**config.mk**
```make
export PLATFORM = sky130hd
export DESIGN_NAME = lsu_ctrl_flat
export DESIGN_NICKNAME = d
export VERILOG_FILES = /design/src/rtl/lsu_ctrl_if.sv /design/src/rtl/lsu_ctrl.sv /design/src/flat_wrapper.sv
export SDC_FILE = /design/constraint.sdc
export NUM_CORES = 1
export LEC_CHECK = 0
export ABC_CLOCK_PERIOD_IN_PS = 4450
export BUFFER_PORTS_ARGS = -buffer_cell sky130_fd_sc_hd__buf_2
export CAP_MARGIN = 20
export CORE_MARGIN = 2
export CORE_UTILIZATION = 47
export DETAILED_ROUTE_END_ITERATION = 8
export PLACE_DENSITY = 0.78
export SLEW_MARGIN = 20
export SYNTH_ARGS = -nofsm -noshare
export SYNTH_HDL_FRONTEND = slang
export SYNTH_SLANG_ARGS = --single-unit
```
**constraint.sdc**
```tcl
create_clock -name clk -period 4.45 [get_ports clk]
set_input_delay 0.2225 -clock clk [delete_from_list [all_inputs] [get_ports clk]]
set_output_delay 0.2225 -clock clk [all_outputs]
set_load 0.02 [all_outputs]
```
**src/rtl/lsu_ctrl_if.sv**
```systemverilog
// rtl/lsu_ctrl_if.sv - request/response/data-memory signal bundle for lsu_ctrl
//
// Purpose: groups the pipeline request/response handshake and the data-memory
// port of lsu_ctrl. clk and rstN stay plain ports on the module.
//   slave  : lsu_ctrl side (takes requests, drives responses and memory port)
//   master : pipeline + data-memory side
interface lsu_ctrl_if;
    logic        reqValid;
    logic        reqReady;
    logic        reqWrite;
    logic [2:0]  reqSize;
    logic [31:0] reqAddr;
    logic [31:0] reqWData;
    logic        respValid;
    logic        respReady;
    logic [31:0] respData;
    logic        respErr;
    logic [15:0] errCnt;
    logic [31:0] memAddr;
    logic [31:0] memWData;
    logic [2:0]  memSize;
    logic        memWEn;
    logic [31:0] memRData;

    modport slave (
        input  reqValid, reqWrite, reqSize, reqAddr, reqWData, respReady, memRData,
        output reqReady, respValid, respData, respErr, errCnt,
        output memAddr, memWData, memSize, memWEn
    );

    modport master (
        output reqValid, reqWrite, reqSize, reqAddr, reqWData, respReady, memRData,
        input  reqReady, respValid, respData, respErr, errCnt,
        input  memAddr, memWData, memSize, memWEn
    );
endinterface

```
**src/rtl/lsu_ctrl.sv**
```systemverilog
// rtl/lsu_ctrl.sv - load/store unit controller with range/alignment checking
//
// Purpose: accepts one load/store at a time from the pipeline, rejects illegal
// requests, performs a single-cycle data-memory access for legal ones and
// returns a held response.
// Ports:
//   clk   - clock, all state updates on rising edge
//   rstN  - asynchronous active-low reset
//   bus   - lsu_ctrl_if.slave: req* handshake in, resp*/errCnt out,
//           mem* data-memory port (memRData combinational, already extended)
// Parameter:
//   MEM_BYTES - data-memory size in bytes for range checking
module lsu_ctrl #(
    parameter int unsigned MEM_BYTES = 4096
) (
    input  logic        clk,
    input  logic        rstN,
    lsu_ctrl_if.slave   bus
);

    typedef enum logic [1:0] {
        IDLE   = 2'd0,
        ACCESS = 2'd1,
        RESP   = 2'd2
    } state_t;

    state_t      state_q;
    state_t      state_d;

    logic        write_q;
    logic [2:0]  size_q;
    logic [31:0] addr_q;
    logic [31:0] wdata_q;
    logic [31:0] resp_data_q;
    logic        resp_err_q;
    logic [15:0] err_cnt_q;

    logic        accept;
    logic        req_err;
    logic        size_ok;
    logic        align_ok;
    logic        range_err;
    logic [2:0]  nbytes;
    logic [32:0] end_addr;

    // Request legality; evaluated combinationally on the request inputs so the
    // decision is made in the acceptance cycle.
    always_comb begin
        size_ok  = 1'b0;
        nbytes   = 3'd0;
        align_ok = 1'b1;
        case (bus.reqSize)
            3'b000, 3'b100: begin
                size_ok = 1'b1;
                nbytes  = 3'd1;
            end
            3'b001, 3'b101: begin
                size_ok  = 1'b1;
                nbytes   = 3'd2;
                align_ok = (bus.reqAddr[0] == 1'b0);
            end
            3'b010: begin
                size_ok  = 1'b1;
                nbytes   = 3'd4;
                align_ok = (bus.reqAddr[1:0] == 2'b00);
            end
            default: begin
                size_ok = 1'b0;
                nbytes  = 3'd0;
            end
        endcase
        // Address bit 31 is ignored; 33-bit sum so the end address cannot wrap.
        end_addr  = {2'b00, bus.reqAddr[30:0]} + {30'd0, nbytes};
        range_err = (end_addr > 33'(MEM_BYTES));
        // Sign-extending codes make no sense for stores.
        req_err   = !size_ok || (bus.reqWrite && bus.reqSize[2]) || !align_ok || range_err;
    end

    assign accept = (state_q == IDLE) && bus.reqValid;

    always_comb begin
        state_d = state_q;
        case (state_q)
            IDLE:    if (accept) state_d = req_err ? RESP : ACCESS;
            ACCESS:  state_d = RESP;
            RESP:    if (bus.respReady) state_d = IDLE;
            default: state_d = IDLE;
        endcase
    end

    always_ff @(posedge clk or negedge rstN) begin
        if (!rstN) begin
            state_q <= IDLE;
        end else begin
            state_q <= state_d;
        end
    end

    always_ff @(posedge clk or negedge rstN) begin
        if (!rstN) begin
            write_q     <= 1'b0;
            size_q      <= 3'b000;
            addr_q      <= 32'd0;
            wdata_q     <= 32'd0;
            resp_data_q <= 32'd0;
            resp_err_q  <= 1'b0;
            err_cnt_q   <= 16'd0;
        end else begin
            if (accept) begin
                write_q     <= bus.reqWrite;
                size_q      <= bus.reqSize;
                addr_q      <= bus.reqAddr;
                wdata_q     <= bus.reqWData;
                resp_data_q <= 32'd0;
                resp_err_q  <= req_err;
                if (req_err && (err_cnt_q != 16'hFFFF)) begin
                    err_cnt_q <= err_cnt_q + 16'd1;
                end
            end
            if (state_q == ACCESS) begin
                resp_data_q <= write_q ? 32'd0 : bus.memRData;
            end
        end
    end

    assign bus.reqReady  = (state_q == IDLE);
    assign bus.respValid = (state_q == RESP);
    assign bus.respData  = resp_data_q;
    assign bus.respErr   = resp_err_q;
    assign bus.errCnt    = err_cnt_q;

    // The memory port shows the latched request at all times; only the write
    // enable is gated by state, so reset drops it without waiting for clk.
    assign bus.memAddr   = addr_q;
    assign bus.memWData  = wdata_q;
    assign bus.memSize   = size_q;
    assign bus.memWEn    = (state_q == ACCESS) && write_q;

endmodule

```
**src/flat_wrapper.sv**
```systemverilog
// flat-port wrapper written by rule: the top's interface ports become plain ports
module lsu_ctrl_flat 
#(
    parameter int unsigned MEM_BYTES = 4096
)
  (clk, rstN, bus_reqValid, bus_reqWrite, bus_reqSize, bus_reqAddr, bus_reqWData, bus_respReady, bus_memRData, bus_reqReady, bus_respValid, bus_respData, bus_respErr, bus_errCnt, bus_memAddr, bus_memWData, bus_memSize, bus_memWEn);
  lsu_ctrl_if bus_i ();
  input  logic clk;
  input  logic rstN;
  input wire logic [$bits(bus_i.reqValid)-1:0] bus_reqValid;
  input wire logic [$bits(bus_i.reqWrite)-1:0] bus_reqWrite;
  input wire logic [$bits(bus_i.reqSize)-1:0] bus_reqSize;
  input wire logic [$bits(bus_i.reqAddr)-1:0] bus_reqAddr;
  input wire logic [$bits(bus_i.reqWData)-1:0] bus_reqWData;
  input wire logic [$bits(bus_i.respReady)-1:0] bus_respReady;
  input wire logic [$bits(bus_i.memRData)-1:0] bus_memRData;
  output wire logic [$bits(bus_i.reqReady)-1:0] bus_reqReady;
  output wire logic [$bits(bus_i.respValid)-1:0] bus_respValid;
  output wire logic [$bits(bus_i.respData)-1:0] bus_respData;
  output wire logic [$bits(bus_i.respErr)-1:0] bus_respErr;
  output wire logic [$bits(bus_i.errCnt)-1:0] bus_errCnt;
  output wire logic [$bits(bus_i.memAddr)-1:0] bus_memAddr;
  output wire logic [$bits(bus_i.memWData)-1:0] bus_memWData;
  output wire logic [$bits(bus_i.memSize)-1:0] bus_memSize;
  output wire logic [$bits(bus_i.memWEn)-1:0] bus_memWEn;
  assign bus_i.reqValid = bus_reqValid;
  assign bus_i.reqWrite = bus_reqWrite;
  assign bus_i.reqSize = bus_reqSize;
  assign bus_i.reqAddr = bus_reqAddr;
  assign bus_i.reqWData = bus_reqWData;
  assign bus_i.respReady = bus_respReady;
  assign bus_i.memRData = bus_memRData;
  assign bus_reqReady = bus_i.reqReady;
  assign bus_respValid = bus_i.respValid;
  assign bus_respData = bus_i.respData;
  assign bus_respErr = bus_i.respErr;
  assign bus_errCnt = bus_i.errCnt;
  assign bus_memAddr = bus_i.memAddr;
  assign bus_memWData = bus_i.memWData;
  assign bus_memSize = bus_i.memSize;
  assign bus_memWEn = bus_i.memWEn;
  lsu_ctrl #(.MEM_BYTES(MEM_BYTES)) u_core (.clk(clk), .rstN(rstN), .bus(bus_i));
endmodule
```
==> flow_summary.ini <==
[outcome]
outcome = completed

[synthesis]
netlist_area_um2 = 5500
synth_edf_count = 0
synth_top_area_cell = dfrtp_1
yosys.cell_types.count = 65
ys_seq_area_share_pct = 54.2
ys_ff_latch = 119
synth_area_leaders = dfrtp_1 (54%), mux2_2 (14%), a22o_1 (5.1%), xor2_1 (2.9%), nand3_1 (1.6%)
syn-num-nets = 538
avgSynthCellArea_um2 = 12.8
ys.flop_type = dfrtp_1
ys_warn_count = 0
yosysTopAreaCellShare_pct = 54.2
syn_inst = 429
synthArstFlopShare_pct = 100

[floorplan]
die_w_um = 112
die_y_um = 112
start_util_pct = 48.1
die-area_um2 = 12600
core_um2 = 11400
std_cell_rows = 39
ioPinCount = 223

[clock_tree]
cts.path.max_buffers = 2
cts_inserted_buffers = 17
cts_tree = yes
ctsRootBufferMaster = clkbuf_16
h-tree-depth = 4
clk_pin_slew_worst_paths_ns = 0.05
cts_sinks = 119
post_cts_buffers = 0
clkLatencyLatePin_ns = 0.41
cts_resized = 0

[power_and_ir_drop]
powerDensity_nw_per_um2 = 497
ir_worst_vdd_uv = 420
p_leak_nw = 3.68
finalPower_mw = 3.66

[job]
cap_violations = 0

[place]
port_buffers = 222
dpl_cell_area_um2 = 6730
post-place-ws_ns = 0.796
hpwlAfterDp_um = 10100
gp_congestion = 0.922

[routing]
wirelength_um = 14000
vias_per_cell = 5.47
first_pass_iters = 6
vias = 4448
ant_nets = 0
drcViolationCount = 0
wl_per_cell_um = 17.2
drt_iter0_drc = 261

[setup_path]
worstPathMaxFanout = 17
cp.arrival_ns = 3.58
crit_required_ns = 4.75
criticalPathCategory = primary input to flip-flop
cp-end-kind = flip-flop
critPathLaunchType = primary input

[final_layout]
fin_nets = 767
area_growth_pct = 33.9
layout_commonest_cell = buf_2
final_area_um2 = 7360
diodes = 0
layout_common_cells = buf_2 (221), dfrtp_1 (119), mux2_2 (68)
drive_gt1_share_pct = 53.1

[global_route]
antenna_found_initial = 0
grt-ovfl-total = 0
grt_pass1_vias = 4656
track_usage_pct = 22.8
grt_start_max_net_pins = 78
grt_pass1_wl_um = 22900

[timing]
final.setup.worst_slack_ns = 1.16
tightest_slew_ns = 0.965
hold_ws_ns = 0.0215
fin_crit_sh_pct = 73.9
grt_setup_unrepaired = false
maxSlewHeadroom_pct = 35.6
drv_slew = 0
period_minus_slack_ns = 3.29
fmax_ghz = 0.304
setup_tns_ns = 0
clock-skew-final_ns = 0.00681
hold_viol = 0
finalSetupViolCount = 0

[worst_hold_path]
hold_class = primary input to flip-flop
[critical path: stages]
cell and delay (ns):
buf_2 0.13, nor2_1 0.09, ha_1 0.18, inv_1 0.06, fa_1 0.38, nand2b_1 0.26
a2111oi_4 0.62, or4b_1 0.48, nand2_1 0.08, o22ai_2 0.08, nor4_4 0.29, buf_4 0.31
nor2_2 0.10, mux2_4 0.30
[cell type report]
cell class / count / area, µm²
Timing Repair Buffer: 230 / 1180
Clock inverter: 9 / 148
Sequential cell: 119 / 2980
Clock buffer: 22 / 474
Fill cell: 893 / 4060
Inverter: 9 / 33.8
Multi-Input combinational cell: 281 / 2370
Tap cell: 143 / 179
[cells in the mapped netlist, types with 2 or more instances]
cell	number
xor2_1	18
and3_1	5
inv_1	9
dfrtp_1	119
a31oi_1	2
nand3_1	18
buf_6	3
nand4_4	2
a211oi_1	2
ha_1	4
mux2_1	2
nand2_1	15
and2_1	3
nor3_1	8
a2111oi_0	2
nor4_4	2
nor3_2	6
a22o_1	32
o21ai_1	2
nor3b_1	2
clkbuf_1	13
o31ai_1	3
nand3_2	2
a21oi_1	3
o211ai_1	2
nor2_1	17
nor2b_1	3
nor2_2	5
nand2b_1	5
o21ai_0	7
nor4_1	5
o21a_1	2
nand4_1	7
mux2_2	68
[cells by family after synthesis]
logic type,count (synthesis),synth area share (%)
muxes,71,14.6
adders and majority gates,5,1.28
and+or+nand+nor,112,12.8
buffers and inverters,29,2.80
DFF,119,54.2
AOI/OAI and AO/OA,74,11.3
xor gates and xnor gates,19,3.03
[sequential cells by signal, summed over array words and instances (netlist names)]
| name | cells |
|---|---|
| u_core.write_q | 1 |
| u_core.bus.errCnt | 16 |
| u_core.state_q | 2 |
| u_core.bus.memWData | 32 |
| u_core.bus.respErr | 1 |
| u_core.bus.respData | 32 |
| u_core.bus.memAddr | 32 |
| u_core.bus.memSize | 3 |
[layer usage]
layer,share of wire [%],GRT usage [%],vias to the layer above
li1,-,-,2039
met1,40,27.8,2150
met2,49,37.8,230
met3,8.7,8.42,29
met4,1.7,7.07,0
met5,0,0,-
[path summary, 6_finish.rpt]
| path | startpoint | endpoint | slack [ns] | cells past startpoint |
|---|---|---|---|---|
| max reg2reg | u_core.bus.errCnt[6] | u_core.bus.errCnt[1] | 1.70 | 9 |
| max in group asynchronous | rstN | u_core.bus.respData[3] | 2.82 | 3 |
| min in group asynchronous | rstN | u_core.bus.memAddr[5] | 0.52 | 2 |
| min reg2reg | u_core.bus.errCnt[11] | u_core.bus.errCnt[11] | 0.50 | 1 |
| min | bus_memRData[19] | u_core.bus.respData[19] | 0.02 | 2 |
| max | bus_reqSize[0] | u_core.bus.errCnt[1] | 1.16 | 14 |
[metrics by stage]
step                      utilization [%]  cells
after floorplan                         -    429
final                                64.5    813
after global routing                 64.5    813
after CTS                            64.5    813
after detailed placement             58.9    781
after global placement               58.9    781
[power by group]
part           switching, mW  internal, mW  leakage [nW]  total [mW]
clock network          0.466         0.973         0.306        1.44
logic                  0.493         0.343          1.88       0.837
registers              0.115          1.27          1.49        1.39
total                   1.07          2.59          3.68        3.66
[timing repair]
item,in CTS,in global routing
hold buffers,1,0
endpoints found under the hold margin,2,0
setup endpoints to repair,0,0
(Power assumes the default switching activity.)
